===== src/rtl/adder_seq_pkg.sv =====
// Shared FSM encoding and sizing helpers for the slice-serial adder sequencer.
package adder_seq_pkg;

    typedef enum logic [1:0] {
        IDLE = 2'd0,
        RUN  = 2'd1,
        DONE = 2'd2
    } state_e;

    function automatic int unsigned ns_f(input int unsigned n, input int unsigned w);
        return n / w;
    endfunction

    // Slice index width; a floor of 1 keeps the index a legal vector.
    function automatic int unsigned idx_w_f(input int unsigned ns);
        return (ns < 2) ? 1 : $clog2(ns);
    endfunction

endpackage


===== src/rtl/adder_slice_sequencer_if.sv =====
// Operand/result handshake bundle for adder_slice_sequencer.
interface adder_slice_sequencer_if #(
    parameter int unsigned N = 256
);
    logic         in_valid;
    logic         in_ready;
    logic [N-1:0] a;
    logic [N-1:0] b;
    logic         cin;
    logic         out_valid;
    logic         out_ready;
    logic [N-1:0] s;
    logic         cout;
    logic         busy;
    logic         prop;
    logic         gen;

    modport master (
        output in_valid, a, b, cin, out_ready,
        input  in_ready, out_valid, s, cout, busy, prop, gen
    );

    modport slave (
        input  in_valid, a, b, cin, out_ready,
        output in_ready, out_valid, s, cout, busy, prop, gen
    );
endinterface


===== src/rtl/adder_slice.sv =====
// Combinational W-bit adder slice; port names match the csa/cra slices so they can be swapped in.
module adder_slice #(
    parameter int unsigned W = 32
) (
    input  logic [W-1:0] a,
    input  logic [W-1:0] b,
    input  logic         cin,
    output logic [W-1:0] s,
    output logic         cout
);
    assign {cout, s} = {1'b0, a} + {1'b0, b} + (W+1)'(cin);
endmodule


===== src/rtl/adder_slice_sequencer.sv =====
// N-bit a+b+cin computed W bits per cycle through one adder slice, carry held in a register.
// Optional group propagate/generate outputs are enabled by defining ADDSEQ_PG_EN.
module adder_slice_sequencer
    import adder_seq_pkg::*;
#(
    parameter int unsigned N = 256,
    parameter int unsigned W = 32
) (
    input  logic                    clk,
    input  logic                    rst_n,
    adder_slice_sequencer_if.slave  bus
);
    localparam int unsigned NS    = ns_f(N, W);
    localparam int unsigned IDX_W = idx_w_f(NS);

    generate
        if ((N % W) != 0 || NS < 2) begin : g_bad_cfg
            $error("adder_slice_sequencer: N must be a multiple of W with N/W >= 2");
        end
    endgenerate

    state_e           r_state;
    logic [N-1:0]     r_a_sh;
    logic [N-1:0]     r_b_sh;
    logic [N-W-1:0]   r_s_sh;
    logic             r_carry;
    logic [IDX_W-1:0] r_idx;
    logic [N-1:0]     r_s;
    logic             r_cout;
    logic             r_in_ready;
    logic             r_out_valid;
    logic             r_busy;

    logic [W-1:0]     w_sum;
    logic             w_c;
    logic [N-1:0]     w_s_next;
    logic             w_last;

    adder_slice #(.W(W)) u_slice (
        .a    (r_a_sh[W-1:0]),
        .b    (r_b_sh[W-1:0]),
        .cin  (r_carry),
        .s    (w_sum),
        .cout (w_c)
    );

    // Completed slices accumulate at the top and move down one slot per cycle.
    assign w_s_next = {w_sum, r_s_sh};
    assign w_last   = (r_idx == IDX_W'(NS - 1));

    always_ff @(posedge clk or negedge rst_n) begin
        if (!rst_n) begin
            r_state     <= IDLE;
            r_a_sh      <= '0;
            r_b_sh      <= '0;
            r_s_sh      <= '0;
            r_carry     <= 1'b0;
            r_idx       <= '0;
            r_s         <= '0;
            r_cout      <= 1'b0;
            r_in_ready  <= 1'b1;
            r_out_valid <= 1'b0;
            r_busy      <= 1'b0;
        end else begin
            case (r_state)
                IDLE: begin
                    if (bus.in_valid) begin
                        r_a_sh     <= bus.a;
                        r_b_sh     <= bus.b;
                        r_carry    <= bus.cin;
                        r_idx      <= '0;
                        r_in_ready <= 1'b0;
                        r_busy     <= 1'b1;
                        r_state    <= RUN;
                    end
                end
                RUN: begin
                    r_a_sh  <= {{W{1'b0}}, r_a_sh[N-1:W]};
                    r_b_sh  <= {{W{1'b0}}, r_b_sh[N-1:W]};
                    r_s_sh  <= w_s_next[N-1:W];
                    r_carry <= w_c;
                    if (w_last) begin
                        r_s         <= w_s_next;
                        r_cout      <= w_c;
                        r_out_valid <= 1'b1;
                        r_state     <= DONE;
                    end else begin
                        r_idx <= r_idx + IDX_W'(1);
                    end
                end
                DONE: begin
                    if (bus.out_ready) begin
                        r_out_valid <= 1'b0;
                        r_busy      <= 1'b0;
                        r_in_ready  <= 1'b1;
                        r_state     <= IDLE;
                    end
                end
                default: begin
                    r_out_valid <= 1'b0;
                    r_busy      <= 1'b0;
                    r_in_ready  <= 1'b1;
                    r_state     <= IDLE;
                end
            endcase
        end
    end

`ifdef ADDSEQ_PG_EN
    logic r_prop_acc;
    logic r_prop;
    logic r_gen;
    logic w_prop_k;

    assign w_prop_k = &(r_a_sh[W-1:0] ^ r_b_sh[W-1:0]);

    // Group P/G: propagate only if every slice propagates; generate is the carry not explained by cin.
    always_ff @(posedge clk or negedge rst_n) begin
        if (!rst_n) begin
            r_prop_acc <= 1'b0;
            r_prop     <= 1'b0;
            r_gen      <= 1'b0;
        end else if (r_state == IDLE && bus.in_valid) begin
            r_prop_acc <= 1'b1;
        end else if (r_state == RUN) begin
            r_prop_acc <= r_prop_acc & w_prop_k;
            if (w_last) begin
                r_prop <= r_prop_acc & w_prop_k;
                r_gen  <= w_c & ~(r_prop_acc & w_prop_k);
            end
        end
    end

    assign bus.prop = r_prop;
    assign bus.gen  = r_gen;
`else
    assign bus.prop = 1'b0;
    assign bus.gen  = 1'b0;
`endif

    assign bus.in_ready  = r_in_ready;
    assign bus.out_valid = r_out_valid;
    assign bus.busy      = r_busy;
    assign bus.s         = r_s;
    assign bus.cout      = r_cout;
endmodule


===== src/flat_wrapper.sv =====
// flat-port wrapper written by rule: the top's interface ports become plain ports
module adder_slice_sequencer_flat import adder_seq_pkg::*;
#(
    parameter int unsigned N = 256,
    parameter int unsigned W = 32
)
  (clk, rst_n, bus_in_valid, bus_a, bus_b, bus_cin, bus_out_ready, bus_in_ready, bus_out_valid, bus_s, bus_cout, bus_busy, bus_prop, bus_gen);
  adder_slice_sequencer_if #(.N(N)) bus_i ();
  input  logic clk;
  input  logic rst_n;
  input wire logic [$bits(bus_i.in_valid)-1:0] bus_in_valid;
  input wire logic [$bits(bus_i.a)-1:0] bus_a;
  input wire logic [$bits(bus_i.b)-1:0] bus_b;
  input wire logic [$bits(bus_i.cin)-1:0] bus_cin;
  input wire logic [$bits(bus_i.out_ready)-1:0] bus_out_ready;
  output wire logic [$bits(bus_i.in_ready)-1:0] bus_in_ready;
  output wire logic [$bits(bus_i.out_valid)-1:0] bus_out_valid;
  output wire logic [$bits(bus_i.s)-1:0] bus_s;
  output wire logic [$bits(bus_i.cout)-1:0] bus_cout;
  output wire logic [$bits(bus_i.busy)-1:0] bus_busy;
  output wire logic [$bits(bus_i.prop)-1:0] bus_prop;
  output wire logic [$bits(bus_i.gen)-1:0] bus_gen;
  assign bus_i.in_valid = bus_in_valid;
  assign bus_i.a = bus_a;
  assign bus_i.b = bus_b;
  assign bus_i.cin = bus_cin;
  assign bus_i.out_ready = bus_out_ready;
  assign bus_in_ready = bus_i.in_ready;
  assign bus_out_valid = bus_i.out_valid;
  assign bus_s = bus_i.s;
  assign bus_cout = bus_i.cout;
  assign bus_busy = bus_i.busy;
  assign bus_prop = bus_i.prop;
  assign bus_gen = bus_i.gen;
  adder_slice_sequencer #(.N(N), .W(W)) u_core (.clk(clk), .rst_n(rst_n), .bus(bus_i));
endmodule

===== config.mk =====
export PLATFORM = sky130hd
export DESIGN_NAME = adder_slice_sequencer_flat
export DESIGN_NICKNAME = d
export VERILOG_FILES = /design/src/rtl/adder_seq_pkg.sv /design/src/rtl/adder_slice_sequencer_if.sv /design/src/rtl/adder_slice.sv /design/src/rtl/adder_slice_sequencer.sv /design/src/flat_wrapper.sv
export SDC_FILE = /design/constraint.sdc
export NUM_CORES = 2
export LEC_CHECK = 0
export CAP_MARGIN = 30
export CORE_UTILIZATION = 46
export CTS_BUF_LIST = sky130_fd_sc_hd__clkbuf_16
export DETAILED_ROUTE_END_ITERATION = 8
export GPL_ROUTABILITY_DRIVEN = 0
export GPL_TIMING_DRIVEN = 0
export PLACE_DENSITY_LB_ADDON = 0.08
export REMOVE_ABC_BUFFERS = 1
export SLEW_MARGIN = 20
export SYNTH_ARGS = -nofsm -noshare
export SYNTH_HDL_FRONTEND = slang
export SYNTH_SLANG_ARGS = --single-unit

===== constraint.sdc =====
create_clock -name clk -period 3.2 [get_ports clk]
set_clock_uncertainty 0.2 [all_clocks]
set_input_delay 0.32 -clock clk [delete_from_list [all_inputs] [get_ports clk]]
set_output_delay 0.32 -clock clk [all_outputs]
set_load 0.01 [all_outputs]

==> results.md <==
- Starting density of the core: 46.4%
- Total number of clock tree sinks: 1002
- Data required time at the worst endpoint: roughly 3.6 ns
- Portion of synthesized cell area occupied by the leading cell type: 58.9%
- Port Buffers: 776
- Max Clock Freq: 326 MHz
- Fin. max-slew vios: 0
- Result of the run: finished clean
- EDFF count, synth: 0
- # rows: 111
- Clock transition at the registers of the reported paths: around 0.06 ns
- Via-per-instance ratio: between 5 and 6
- CTS H-tree lvls: 3
- Number of I/O pins: ~780
- Distinct cells, synth: 59
- Reg-to-reg critical path startpoint: u_core.r_carry
- Overall die area: 93600 um2
- Largest net degree at the start of global routing: between 100 and 150
- Worst hold path class: in -> async
- Via count of the first global-routing pass: approximately 38000
- Leading cell types in the layout, fill and taps excluded: sky130_fd_sc_hd__nand2_1 (2371), sky130_fd_sc_hd__dfrtp_1 (998), sky130_fd_sc_hd__clkdlybuf4s50_1 (775), sky130_fd_sc_hd__dlygate4sd3_1 (475), sky130_fd_sc_hd__nor2_1 (471)
- Final instance count without filler cells: roughly 7400
- Clock insertion delay at the later pin of the skew report: between 0.6 and 0.7 ns
- Syn_area_per_cell: 8.46 um2
- Placed Cells: between 6000 and 7000
- Worst-path fanout max: 4
- Top area cells in the synthesized netlist: sky130_fd_sc_hd__dfrtp_1 (59%), sky130_fd_sc_hd__nand2_1 (21%), sky130_fd_sc_hd__a31oi_1 (6.7%), sky130_fd_sc_hd__nor2_1 (4.2%), sky130_fd_sc_hd__clkbuf_1 (2.5%)
- Share of final-layout standard cells stronger than drive strength 1: 4.11%
- Count of antenna-violating nets left after detailed routing: 0
- Critical Path Start Type: flip-flop
- Leading register cell type out of synthesis: sky130_fd_sc_hd__dfrtp_1
- Final period demand of the worst path: 3.07 ns
- FF+latch count, synth: between 1000 and 1500
- First-pass GRT wire length: 208 mm
- Post-detailed-placement half-perimeter wirelength: between 80 and 90 mm
- Vertical extent of the die: roughly 310 um
- Worst-case clock buffer depth: 3
- First drt pass iteration count: 6
- WL final: 132 mm
- Count of final setup violators: 0
- Via count: 38474
- Setup repair after global routing missed its margin: no
- Arrival time reported for the critical path endpoint: between 3 and 4 ns
- Share of the yosys chip area belonging to registers: 59.0%
- Critical path capture point type: flip-flop
- Count of max-cap constraint violations: 0
- Number of design-rule violations left by the first detailed-router iteration: a little over 3000
- Least-Margin Pin Slew: between 0.7 and 0.8 ns
- Setup WS pre-CTS: -0.403 ns
- Max_slew headroom: about half
- TritonCTS clock tree: yes
- Cell taking the most area after synthesis: sky130_fd_sc_hd__dfrtp_1
- Total core area: 91500 um2
- Remaining DRCs: 0
- Worst setup slack for register-to-register paths: approximately 0.13 ns
- Total GRT Usage: between 20% and 30%
- Post-layout worst setup margin: roughly 0.13 ns
- Width of the chip: 306 um
- Worst-case vdd ir drop: roughly 0.5 mV
- Number of cells produced by synthesis: approximately 5000
- Crit path kind: reg -> reg
- WL per Instance: 17.8 um
- Hold violation count in the final report: 0
- Share of flip-flops with an asynchronous set or reset after synthesis: between 90% and 100%
- Leak Pwr: roughly 0.028 uW
- Combined area of all synthesized cells: 42500 um2
- Worst r2r path cells: 9
- TritonCTS buffer count: 109
- Clock root buffer: sky130_fd_sc_hd__clkbuf_16
- Final layout net count: about 6700
- Most common library cell in the layout ignoring fill and taps: sky130_fd_sc_hd__nand2_1
- Reg2Reg Capture Point: u_core.r_s_sh[220]
- Final period utilization: 95.9%
- Area growth from synthesis to final layout: 42.6%
- Initial antenna violation count: 56
- Grt total ovfl: 0
- Number of warnings issued by yosys: 0
- Power density normalized to cell area: between 900 and 1000 nW/um2
-- power by group --
| group | total [uW] | leakage, uW | internal (uW) | switching (uW) |
|---|---|---|---|---|
| Sequential | 22300 | 0.0123 | 18600 | 3680 |
| Combinational | 25400 | 0.0144 | 10700 | 14700 |
| Clock | 11800 | 0.00173 | 6600 | 5190 |
-- critical path: stages, from the launching register on --
cell and delay (ns):
sky130_fd_sc_hd__dfrtp_2 0.47, sky130_fd_sc_hd__fa_2 0.38, sky130_fd_sc_hd__fa_2 0.41, sky130_fd_sc_hd__a211oi_4 0.32
sky130_fd_sc_hd__o21ai_4 0.13, sky130_fd_sc_hd__a21oi_2 0.20, sky130_fd_sc_hd__o211ai_1 0.23, sky130_fd_sc_hd__a21oi_1 0.23
sky130_fd_sc_hd__xor2_1 0.25, sky130_fd_sc_hd__o21ai_0 0.12
-- metrics by stage --
stage	area (um2)	util, %	power (uW)	hold slack [ns]	TNS, ns
final	60600	66.2	59600	0.0145	0
after global routing	60600	66.2	64000	0.00847	0
after CTS	60300	65.9	59600	0.000637	0
after detailed placement	52200	57.1	47000	0.115	-33.15
after global placement	50400	55.1	33600	0.249	-
after floorplan	41200	-	28500	-0.176	-
-- worst max path at each step --
stage,from,end,slack [ns],depth (start not counted)
after detailed placement,u_core.r_carry,u_core.bus.s[244],-0.40,9
after global placement,rst_n,u_core.r_b_sh[249],-45.66,1
final,u_core.r_carry,u_core.r_s_sh[220],0.13,9
after global routing,u_core.r_state[1],u_core.r_s_sh[221],0.002,9
after CTS,u_core.r_carry,u_core.bus.s[249],0.008,8
after floorplan,u_core.r_state[1],u_core.r_carry,-20.86,2
-- cell type report --
cell class / count / area, um2
fill: 7336 / 30900
inverter: 8 / 30.0
antenna: 53 / 133
clock inverter: 82 / 538
tap: 1186 / 1480
clock buffer: 110 / 2750
multi-input combinational: 3674 / 16200
timing repair buffer: 1328 / 14400
sequential: 1002 / 25100
-- routing by layer --
metal  up-vias  track usage (%)  share of wire (%)
met2      1114             45.6                 48
met3       312             5.56                5.6
li1      18558                -                  -
met4        16             12.6                4.5
met5         -                0              0.076
met1     18474             36.1                 42
-- registers in the layout, indices dropped and copies added (netlist names) --
| name | count |
|---|---|
| u_core.bus.s | 256 |
| u_core.r_carry | 1 |
| u_core.r_idx | 3 |
| u_core.r_s_sh | 224 |
| u_core.bus.cout | 1 |
| u_core.r_a_sh | 256 |
| u_core.bus.in_ready | 1 |
| u_core.r_b_sh | 256 |
| u_core.bus.busy | 1 |
| u_core.r_state | 2 |
| u_core.bus.out_valid | 1 |
-- Yosys cell counts (all sizes together), types with 3 or more instances --
cell	n
nor2	472
or2	3
ha	33
dfrtp	1001
a211oi	6
clkbuf	278
xor2	10
a21o	10
a2111o	4
nand2	2372
inv	8
o21bai	4
o211ai	3
xnor2	12
o21a	6
nor2b	4
nand2b	4
a21oi	46
mux2	3
o31ai	10
nand4	20
nand3	84
and3	5
o21ai	76
nor3	9
buf	65
a31oi	452
-- kinds of logic after synthesis --
family                   count (synthesis)  share of synthesized area [%]
other                                    1                        0.00882
adder cells (fa/ha/maj)                 35                           1.07
flip-flops                            1002                           59.0
AND/OR/NAND/NOR                       2984                           27.0
AO/OA/AOI/OAI                          625                           9.17
multiplexers                             4                          0.103
buffers and inverters                  351                           3.23
XOR/XNOR                                22                          0.453
-- timing repair --
item,CTS,global route
pin swaps,5,7
endpoints found under the setup margin,213,160
setup buffers,1,4
gates cloned,1,3
hold buffers,475,0
endpoints found under the hold margin,738,0
gates resized for setup,9,7
No activity file was read; power rests on OpenSTA's default activity.
